<file path="src/rtl/riscv_pkg.sv">
// ============================================================================
// Module : riscv_pkg
// Brief  : Shared types and sizes for the write-back scheduler slice.
// Rev    : 1.0  initial release
// ============================================================================
`default_nettype none

package riscv_pkg;

    typedef enum logic [1:0] {
        WB_ALU          = 2'd0,
        WB_MEM          = 2'd1,
        WB_PC_PLUS_FOUR = 2'd2
    } wb_src_t;

    localparam int REG_AW = 3;
    localparam int XLEN   = 16;

    typedef enum logic [1:0] {
        GNT_NONE = 2'd0,
        GNT_LD   = 2'd1,
        GNT_EX   = 2'd2
    } wb_grant_t;

endpackage

`default_nettype wire

</file>
<file path="src/rtl/sync_fifo.sv">
// ============================================================================
// Module : sync_fifo
// Brief  : Single-clock FIFO, read data shows the head entry combinationally.
// Rev    : 1.0  initial release
// ============================================================================
`default_nettype none

module sync_fifo #(
    parameter int WIDTH = 8,
    parameter int DEPTH = 2
) (
    input  logic             clk_i,
    input  logic             rst_ni,
    input  logic             i_push,
    input  logic [WIDTH-1:0] i_data,
    input  logic             i_pop,
    output logic [WIDTH-1:0] o_data,
    output logic             o_empty,
    output logic             o_full
);

    localparam int AW = (DEPTH > 1) ? $clog2(DEPTH) : 1;

    logic [WIDTH-1:0] r_mem [DEPTH];
    logic [AW:0]      r_wr_ptr;
    logic [AW:0]      r_rd_ptr;
    logic             w_do_push;
    logic             w_do_pop;

    // Index wraps at DEPTH-1 so non-power-of-two depths work; top bit is the lap flag.
    function automatic logic [AW:0] f_next(input logic [AW:0] p);
        if (p[AW-1:0] == AW'(DEPTH - 1)) begin
            return {~p[AW], {AW{1'b0}}};
        end
        return p + (AW + 1)'(1);
    endfunction

    assign o_empty   = (r_wr_ptr == r_rd_ptr);
    assign o_full    = (r_wr_ptr[AW] != r_rd_ptr[AW]) &&
                       (r_wr_ptr[AW-1:0] == r_rd_ptr[AW-1:0]);
    assign w_do_push = i_push && !o_full;
    assign w_do_pop  = i_pop && !o_empty;
    assign o_data    = r_mem[r_rd_ptr[AW-1:0]];

    always_ff @(posedge clk_i or negedge rst_ni) begin
        if (!rst_ni) begin
            r_wr_ptr <= '0;
            r_rd_ptr <= '0;
        end else begin
            if (w_do_push) r_wr_ptr <= f_next(r_wr_ptr);
            if (w_do_pop)  r_rd_ptr <= f_next(r_rd_ptr);
        end
    end

    always_ff @(posedge clk_i) begin
        if (w_do_push) r_mem[r_wr_ptr[AW-1:0]] <= i_data;
    end

endmodule

`default_nettype wire

</file>
<file path="src/rtl/wb_scheduler.sv">
// ============================================================================
// Module : wb_scheduler
// Brief  : Shares the register-file write port between execute results and
//          in-order load returns; tracks busy registers for hazard stalls.
// Rev    : 1.0  initial release
// ============================================================================
`default_nettype none

module wb_scheduler #(
    parameter int MAX_LD = 2,
    parameter int XLEN   = 16,
    parameter int NREG   = 8
) (
    input  logic                      clk_i,
    input  logic                      rst_ni,
    input  logic                      ex_valid_i,
    output logic                      ex_ready_o,
    input  logic [$clog2(NREG)-1:0]   ex_rd_i,
    input  riscv_pkg::wb_src_t        ex_sel_i,
    input  logic [XLEN-1:0]           ex_alu_i,
    input  logic [XLEN-1:0]           ex_ret_i,
    input  logic                      ld_valid_i,
    output logic                      ld_ready_o,
    input  logic [$clog2(NREG)-1:0]   ld_rd_i,
    input  logic                      rsp_valid_i,
    input  logic [XLEN-1:0]           rsp_data_i,
    input  logic [$clog2(NREG)-1:0]   rs1_i,
    input  logic [$clog2(NREG)-1:0]   rs2_i,
    output logic                      hazard_o,
    output logic                      rf_we_o,
    output logic [$clog2(NREG)-1:0]   rf_waddr_o,
    output logic [XLEN-1:0]           rf_wdata_o
);

    import riscv_pkg::*;

    localparam int AW = $clog2(NREG);
    localparam int CW = $clog2(MAX_LD + 1);

    logic [NREG-1:0] r_busy;
    logic [NREG-1:0] w_busy_nxt;
    logic [CW-1:0]   r_outstanding;

    logic            w_tag_empty;
    logic            w_tag_full;
    logic [AW-1:0]   w_tag_q;
    logic            w_data_empty;
    logic            w_data_full;
    logic [XLEN-1:0] w_data_q;

    logic            w_ld_accept;
    logic            w_rsp_take;
    logic            w_ld_avail;
    logic            w_retire;
    logic            w_data_push;
    logic [XLEN-1:0] w_ld_data;
    logic            w_ex_free;
    wb_grant_t       w_grant;

    logic            w_we;
    logic [AW-1:0]   w_waddr;
    logic [XLEN-1:0] w_wdata;

    // Responses with no outstanding tag are strays (e.g. after reset) and are dropped.
    assign w_rsp_take  = rsp_valid_i && !w_tag_empty && !w_data_full;
    // An arriving response bypasses an empty FIFO so it can retire this cycle.
    assign w_ld_avail  = !w_data_empty || w_rsp_take;
    assign w_ld_data   = w_data_empty ? rsp_data_i : w_data_q;
    assign w_data_push = w_rsp_take && !w_data_empty;

    assign w_ex_free   = ex_valid_i && !r_busy[ex_rd_i];
    assign ex_ready_o  = w_ex_free && !w_ld_avail;
    assign ld_ready_o  = (r_outstanding < CW'(MAX_LD)) && !w_tag_full && !r_busy[ld_rd_i];
    assign w_ld_accept = ld_valid_i && ld_ready_o;
    assign hazard_o    = r_busy[rs1_i] | r_busy[rs2_i];
    assign w_retire    = (w_grant == GNT_LD);

    sync_fifo #(.WIDTH(AW), .DEPTH(MAX_LD)) u_tag_fifo (
        .clk_i   (clk_i),
        .rst_ni  (rst_ni),
        .i_push  (w_ld_accept),
        .i_data  (ld_rd_i),
        .i_pop   (w_retire),
        .o_data  (w_tag_q),
        .o_empty (w_tag_empty),
        .o_full  (w_tag_full)
    );

    sync_fifo #(.WIDTH(XLEN), .DEPTH(MAX_LD)) u_data_fifo (
        .clk_i   (clk_i),
        .rst_ni  (rst_ni),
        .i_push  (w_data_push),
        .i_data  (rsp_data_i),
        .i_pop   (w_retire),
        .o_data  (w_data_q),
        .o_empty (w_data_empty),
        .o_full  (w_data_full)
    );

    always_comb begin
        w_grant = GNT_NONE;
        if (w_ld_avail) begin
            w_grant = GNT_LD;
        end else if (w_ex_free) begin
            w_grant = GNT_EX;
        end
    end

    always_comb begin
        w_we    = 1'b0;
        w_waddr = rf_waddr_o;
        w_wdata = rf_wdata_o;
        case (w_grant)
            GNT_LD: begin
                w_we    = (w_tag_q != '0);
                w_waddr = w_tag_q;
                w_wdata = w_ld_data;
            end
            GNT_EX: begin
                w_waddr = ex_rd_i;
                case (ex_sel_i)
                    WB_ALU: begin
                        w_we    = (ex_rd_i != '0);
                        w_wdata = ex_alu_i;
                    end
                    WB_PC_PLUS_FOUR: begin
                        w_we    = (ex_rd_i != '0);
                        w_wdata = ex_ret_i;
                    end
                    default: w_wdata = '0;
                endcase
            end
            default: ;
        endcase
    end

    // Clear-before-set ordering is safe: issue to a retiring register is already blocked by busy.
    always_comb begin
        w_busy_nxt = r_busy;
        if (w_retire) w_busy_nxt[w_tag_q] = 1'b0;
        if (w_ld_accept && (ld_rd_i != '0)) w_busy_nxt[ld_rd_i] = 1'b1;
    end

    always_ff @(posedge clk_i or negedge rst_ni) begin
        if (!rst_ni) begin
            r_busy        <= '0;
            r_outstanding <= '0;
            rf_we_o       <= 1'b0;
            rf_waddr_o    <= '0;
            rf_wdata_o    <= '0;
        end else begin
            r_busy     <= w_busy_nxt;
            rf_we_o    <= w_we;
            rf_waddr_o <= w_waddr;
            rf_wdata_o <= w_wdata;
            case ({w_ld_accept, w_retire})
                2'b10:   r_outstanding <= r_outstanding + CW'(1);
                2'b01:   r_outstanding <= r_outstanding - CW'(1);
                default: ;
            endcase
        end
    end

    always_ff @(posedge clk_i) begin
        if (rst_ni && (w_grant == GNT_EX)) begin
            a_ex_sel_legal: assert ((ex_sel_i == WB_ALU) || (ex_sel_i == WB_PC_PLUS_FOUR));
        end
    end

endmodule

`default_nettype wire
</file>
<file path="config.mk">
export PLATFORM = sky130hd
export DESIGN_NAME = wb_scheduler
export DESIGN_NICKNAME = d
export VERILOG_FILES = /design/src/rtl/riscv_pkg.sv /design/src/rtl/sync_fifo.sv /design/src/rtl/wb_scheduler.sv
export SDC_FILE = /design/constraint.sdc
export NUM_CORES = 1
export LEC_CHECK = 0
export BUFFER_PORTS_ARGS = -buffer_cell sky130_fd_sc_hd__buf_2
export CAP_MARGIN = 10
export CORE_MARGIN = 3
export CORE_UTILIZATION = 40
export CTS_BUF_LIST = sky130_fd_sc_hd__clkbuf_8 sky130_fd_sc_hd__clkbuf_16
export CTS_CLUSTER_DIAMETER = 150
export CTS_CLUSTER_SIZE = 8
export DETAILED_ROUTE_END_ITERATION = 10
export PLACE_DENSITY_LB_ADDON = 0.2
export SYNTH_ARGS = -nofsm -noshare
export SYNTH_HDL_FRONTEND = slang
export SYNTH_SLANG_ARGS = --single-unit
</file>
<file path="constraint.sdc">
create_clock -name clk_i -period 4.4 [get_ports clk_i]
set_input_delay 0.88 -clock clk_i [delete_from_list [all_inputs] [get_ports clk_i]]
set_output_delay 0.88 -clock clk_i [all_outputs]
set_load 0.02 [all_outputs]
</file>
==> flow_metrics.py, run 1 <==
metrics = {
    "route": {
        "via_per_inst": 5.33,
        "drt_iter0_markers": 115,
        "vias": 2882,
        "drc": 0,
        "firstDrtPassIters": 4,
        "wl_per_cell_um": 17.3,
        "postRouteAntennaNets": 0,
        "finalWirelength_um": 9370,
    },
    "logic_synthesis": {
        "syn_area_per_cell_um2": 12.0,
        "netlist_area_mm2": 0.00390,
        "synth_compound_area_share_pct": 10.6,
        "ys.flop_type": "edfxtp_1",
        "synth_top_area_share_pct": 29.3,
        "ys_seq_area_share_pct": 53.7,
        "synthCells": 326,
        "synth_edf_count": 38,
        "synthAdderAreaFrac_pct": 0.321,
        "async_reset_ff_share_pct": 50.0,
        "ys_ff_latch": 76,
        "synth-xor-area-share_pct": 2.70,
        "synth_area_leaders": "edfxtp_1 29%, dfrtp_1 24%, mux2i_1 10%, nand3_1 4.4%, or4_1 3.1%",
        "yosys.area_share.simple_pct": 14.4,
        "yosysTopAreaCell": "edfxtp_1",
        "synth_top_family_by_area": "multiplexers",
        "synth_fp_nets": 394,
        "synth.distinct_cells": 49,
        "synthMuxAreaShare_pct": 14.5,
        "ys_warn_count": 0,
    },
    "clock_tree": {
        "cts_tree": "yes",
        "cts-root-buf": "clkbuf_8",
        "post_cts.resized_instances": 0,
        "ctsHoldBuffers": 0,
        "cts_max_level": 3,
        "clock_path_buffers": 2,
        "postCtsSetupRepairBufs": 0,
        "clock-sinks": 76,
        "clock_latency_ns": 0.35,
        "numCtsBuffers": 9,
        "cts.clk_slew.worst_paths_ns": 0.07,
    },
    "pwr": {
        "p_clk_share_pct": 20.5,
        "combPwrFrac_pct": 37.6,
        "internal-power_mw": 1.54,
        "p_leak_nw": 1.93,
        "vdd_drop_max_mv": 0.273,
        "p_sw_share_pct": 39.1,
        "seqPwrFrac_pct": 41.9,
        "p_switching_mw": 0.985,
        "powerDensity_mw_per_mm2": 548,
        "power_mw": 2.52,
    },
    "worst_setup_path": {
        "cp-end-kind": "output pin",
        "arrival_ns": 2.49,
        "worst-path-buf-inv": 3,
        "cp_max_fo": 25,
        "critical-path-max-stage-delay_ns": 0.51,
        "critical_path_required_ns": 3.52,
        "cp-start-kind": "register",
        "critPathTopFamily": "buffers and inverters",
        "path_cells": "xor2_1 > o21a_1 > buf_4 > nor2_8 > inv_2 > nor2_1 > buf_2",
        "critPathKind": "reg2out",
        "cp_slowest_cell": "dfrtp_1",
    },
    "placement": {
        "dp_hpwl_um": 6530,
        "gp_congestion": 0.776,
        "pre_cts_slack_ns": 1.22,
        "place_area_mm2": 0.00441,
        "dp_cells": 526,
        "port_buffers": 89,
    },
    "cells_and_area": {
        "final_cell_area_mm2": 0.00460,
        "diodes": 0,
        "nNetsFinal": 476,
        "area_growth_pct": 18.0,
        "drive_gt1_share_pct": 31.6,
        "n_fill_cell": 904,
        "instances_no_fill": 541,
    },
    "global_route": {
        "grt_pass1_vias": 2904,
        "grt_max_degree": 39,
        "grt_pass1_wl_um": 15100,
        "grtUsageTotal_pct": 17.5,
        "antenna_found_initial": 0,
        "grt-ovfl-total": 0,
    },
    "floorplanning": {
        "rows": 35,
        "initial_core_util_pct": 41.6,
        "num_io_pins": 90,
        "core_area_mm2": 0.00937,
        "die-height_um": 105,
        "die_w_um": 105,
        "die_area_mm2": 0.0110,
    },
    "sta": {
        "rsz0062_at_grt": "no",
        "worstMarginPinSlew_ns": 1.05,
        "period_share_pct": 76.7,
        "finalCriticalPeriod_ns": 3.37,
        "layout_setup_ws_ns": 1.03,
        "finalHoldViolations": 0,
        "drv_slew": 0,
        "finClkSkew_ns": 0.0102,
        "fmax_mhz": 296,
        "slew_headroom_pct": 29.7,
        "finalSetupTns_ns": 0,
        "finalSetupViolCount": 0,
    },
    "run": {
        "max_cap_viol_count": 0,
    },
    "status": {
        "run_status": "finished clean",
    },
    "min_path": {
        "hold_path_class": "reg2reg",
    },
}
[power by group through the flow]
stage                     clock network (mW)  registers, mW  logic [mW]
after global routing                   0.561           1.08        1.04
after global placement                     0           1.07       0.938
after detailed placement                   0           1.07       0.952
after floorplan                            0           1.12       0.625
final                                  0.516           1.06       0.948
after CTS                              0.530           1.05       0.958
[cells in the mapped netlist (3+ instances only)]
library cell / instances
a31oi_1: 18
nand2b_1: 7
xnor2_1: 7
nand3_1: 34
dfrtp_1: 38
o21ai_0: 10
inv_1: 5
mux2i_1: 39
buf_2: 3
a21oi_1: 7
xor2_1: 5
nor2_1: 26
nand2_1: 7
edfxtp_1: 38
clkbuf_1: 10
buf_1: 3
a22oi_1: 3
buf_6: 5
mux4_2: 4
or4_1: 16
mux2_2: 5
o31ai_1: 5
[cells in the final DEF, fill, tap and decap left out, types with 3 or more instances in the layout]
cell      instances
dfrtp_1          38
o31ai_1           5
xnor2_1           7
inv_1             5
a22oi_1           3
mux4_2            4
xor2_1            5
buf_2            89
a21oi_1           7
o21ai_0          10
mux2_2            5
mux2i_1          39
buf_4             4
nor2_1           24
a31oi_1          18
nand2_1           7
nand2b_1          7
edfxtp_1         38
nand3_1          34
or4_1            16
clkbuf_8          9
[per-stage QoR]
| stage | hold slack, ns | utilization, % |
|---|---|---|
| 2_1_floorplan | 0.442 | - |
| 3_3_place_gp | 0.472 | 47.1 |
| 3_5_place_dp | 0.476 | 47.1 |
| 4_1_cts | 0.487 | 49.1 |
| 5_1_grt | 0.510 | 49.1 |
| 6_report | 0.478 | 49.1 |
[kinds of logic after synthesis]
| group | count (synthesis) |
|---|---|
| compound gates | 56 |
| xor+xnor | 12 |
| fa+ha+maj | 1 |
| buf+inv | 28 |
| flops | 76 |
| mux | 50 |
| simple gates | 103 |
[flip-flops by register name, indices dropped and copies added (netlist names)]
name / flops
u_data_fifo.r_mem: 32
rf_wdata_o: 16
r_busy: 8
u_tag_fifo.r_mem: 6
rf_waddr_o: 3
r_outstanding: 2
u_data_fifo.r_rd_ptr: 2
u_data_fifo.r_wr_ptr: 2
u_tag_fifo.r_rd_ptr: 2
u_tag_fifo.r_wr_ptr: 2
rf_we_o: 1
[routing by layer]
metal	global-route usage, %	routed length [µm]
met1	22.7	4140
met3	4.82	439
met5	0	0
met2	29.5	4740
met4	3.94	59
[layout make-up]
cell class | count | area (µm²) | share of cell area, %
Sequential cell | 76 | 2090 | 45.5
Inverter | 6 | 22.5 | 0.490
Timing Repair Buffer | 93 | 475 | 10.3
Clock inverter | 6 | 65.1 | 1.41
Multi-Input combinational cell | 222 | 1660 | 36.1
Clock buffer | 9 | 124 | 2.69
Tap cell | 129 | 161 | 3.51
[worst paths after layout]
kind / startpoint / end / slack, ns / depth (start not counted)
setup / recovery: u_tag_fifo.r_rd_ptr[0] / ex_ready_o / 1.03 / 7
hold / removal: r_outstanding[1] / r_outstanding[1] / 0.48 / 1
setup reg to reg: u_tag_fifo.r_rd_ptr[0] / r_outstanding[1] / 1.90 / 8
hold reg to reg: r_outstanding[1] / r_outstanding[1] / 0.48 / 1
max in group asynchronous: rst_ni / rf_wdata_o[0] / 3.19 / 1
min in group asynchronous: rst_ni / r_busy[7] / 0.66 / 1
(Power assumes the default switching activity.)
==> inputs of run 2 (changes only) <==
ABC_AREA = 1   (was not set)
clock period = 2.9 ns   (was 4.4 ns; I/O delays follow)
==> flow_metrics.py, run 2 <==
metrics = {
    "logic_synthesis": {
        "syn_area_per_cell_um2": 8.25,
        "yosysMostFrequentCell": "nand2_1",
        "yosysTopAreaCell": "edfxtp_1",
        "netlist_area_mm2": 0.00411,
        "synth.distinct_cells": 34,
        "async_reset_ff_share_pct": 50.0,
        "ys.flop_type": "edfxtp_1",
        "ys_seq_area_share_pct": 50.9,
        "synth_fp_nets": 566,
        "synth_area_leaders": "edfxtp_1 28%, dfrtp_1 23%, nand2_1 16%, nand3_1 12%, inv_1 3.3%",
        "ys_ff_latch": 76,
        "synthCells": 498,
        "synth_edf_count": 38,
        "synth_top_area_share_pct": 27.8,
        "ys_top_cells_by_count": "173 x nand2_1, 95 x nand3_1, 38 x dfrtp_1, 38 x edfxtp_1, 36 x inv_1",
        "ys_warn_count": 0,
    },
    "clock_tree": {
        "clock-sinks": 76,
        "clock_latency_ns": 0.34,
        "ctsHoldBuffers": 0,
        "postCtsSetupRepairBufs": 0,
        "clock_path_buffers": 2,
        "post_cts.resized_instances": 0,
        "numCtsBuffers": 9,
        "cts_max_level": 3,
        "cts_tree": "yes",
        "cts-root-buf": "clkbuf_8",
        "cts.clk_slew.worst_paths_ns": 0.08,
    },
    "cells_and_area": {
        "final_cell_mix": "173 x nand2_1, 95 x nand3_1, 89 x buf_2",
        "n_fill_cell": 986,
        "area_growth_pct": 17.4,
        "final_core_util_pct": 48.9,
        "drive_gt1_share_pct": 21.9,
        "diodes": 0,
        "largest_register_ffs": 32,
        "final_cell_area_mm2": 0.00482,
        "nNetsFinal": 652,
        "final_common_cell": "nand2_1",
    },
    "placement": {
        "dp_hpwl_um": 7620,
        "port_buffers": 89,
        "pre_cts_slack_ns": 0.632,
        "gp_congestion": 0.782,
        "place_area_mm2": 0.00463,
    },
    "sta": {
        "hold_ws_ns": 0.361,
        "finalSetupViolCount": 0,
        "drv_slew": 0,
        "period_share_pct": 85.7,
        "rsz0062_at_grt": "no",
        "finalHoldViolations": 0,
        "layout_setup_ws_ns": 0.414,
        "worstMarginPinSlew_ns": 0.901,
        "slew_headroom_pct": 40.0,
        "finalSetupTns_ns": 0,
        "finalCriticalPeriod_ns": 2.49,
        "fmax_mhz": 402,
        "finClkSkew_ns": 0.0151,
    },
    "worst_setup_path": {
        "worst-path-buf-inv": 2,
        "cp_slowest_cell": "dfrtp_1",
        "critical_path_required_ns": 2.32,
        "startpoint": "u_data_fifo.r_wr_ptr[0]",
        "cp-start-kind": "register",
        "cp_max_fo": 28,
        "arrival_ns": 1.91,
        "r2r-start": "u_data_fifo.r_wr_ptr[0]",
        "cp-end-kind": "output pin",
        "path_cells": "xnor2_1 > nand2_1 > inv_2 > nand2_4 > nor2_1 > buf_2",
        "critical-path-max-stage-delay_ns": 0.43,
        "critPathTopFamily": "simple AND/OR/NAND/NOR gates",
        "critPathKind": "reg2out",
    },
    "global_route": {
        "grt_max_degree": 39,
        "grtUsageTotal_pct": 18.9,
        "grt_pass1_vias": 3474,
        "antenna_found_initial": 0,
        "grt-ovfl-total": 0,
        "grt_pass1_wl_um": 17200,
    },
    "floorplanning": {
        "initial_core_util_pct": 41.6,
        "rows": 36,
        "die_w_um": 107,
        "num_io_pins": 90,
        "die-height_um": 107,
        "die_area_mm2": 0.0115,
        "core_area_mm2": 0.00986,
    },
    "route": {
        "firstDrtPassIters": 4,
        "drt_iter0_markers": 168,
        "via_per_inst": 5.03,
        "finalWirelength_um": 10500,
        "wl_per_cell_um": 14.5,
        "drc": 0,
        "postRouteAntennaNets": 0,
        "vias": 3633,
    },
    "status": {
        "run_status": "finished clean",
    },
    "pwr": {
        "powerDensity_mw_per_mm2": 782,
        "p_leak_nw": 2.35,
        "vdd_drop_max_mv": 0.287,
    },
    "run": {
        "max_cap_viol_count": 0,
    },
    "min_path": {
        "hold_path_class": "in2async",
    },
}
run 2: logic make-up (layout without fill, tap and decap cells):
| family | count (synthesis) | after routing | share of synthesized area, % |
|---|---|---|---|
| compound gates | 46 | 46 | 6.64 |
| simple gates | 303 | 303 | 32.4 |
| flops | 76 | 76 | 50.9 |
| fa+ha+maj | 1 | 1 | 0.305 |
| xor+xnor | 10 | 10 | 2.13 |
| buf+inv | 62 | 153 | 7.53 |
run 2: final timing paths:
path,depth (start not counted),to,slack [ns]
max,6,ex_ready_o,0.41
min,1,rf_we_o,0.36
max reg2reg,8,r_outstanding[1],0.84
min reg2reg,1,r_outstanding[1],0.49
max in group asynchronous,1,u_data_fifo.r_wr_ptr[1],1.96
min in group clk_i,1,u_data_fifo.r_mem[1][9],0.44
run 2: metrics by stage:
stage                     instances  total power [mW]
final                           722              3.77
after global routing            722              4.04
after CTS                       722              3.81
after detailed placement        706              3.02
after global placement          706              2.99
after floorplan                 498              2.62
run 2: worst reg2reg max path, delay by kind of cell, from the launching register on:
family          cells  cell delay [ns]
compound gates      2             0.22
xor+xnor            2             0.29
fa+ha+maj           1             0.40
buf+inv             1             0.27
simple gates        2             0.35
flops               1             0.43
run 2: final cells by class:
| cell class | count | area, µm² | area share [%] |
|---|---|---|---|
| clock inverter | 7 | 68.8 | 1.43 |
| tap | 133 | 166 | 3.45 |
| sequential | 76 | 2090 | 43.4 |
| inverter | 39 | 146 | 3.04 |
| clock buffer | 9 | 124 | 2.57 |
| multi-input combinational | 360 | 1710 | 35.5 |
| timing repair buffer | 98 | 513 | 10.6 |
run 2: power by group:
group	total (mW)	switching [mW]	internal, mW	leakage, nW
Sequential	1.59	0.221	1.37	0.821
Clock	0.785	0.391	0.394	0.100
Combinational	1.39	0.906	0.486	1.43
run 2: routing by layer:
metal,track usage (%),vias to the layer above,part of all wire (%)
li1,-,1816,-
met3,3.24,10,7.0
met1,26.6,1690,46
met5,0,-,0
met2,30.0,117,46
met4,5.66,0,0.96
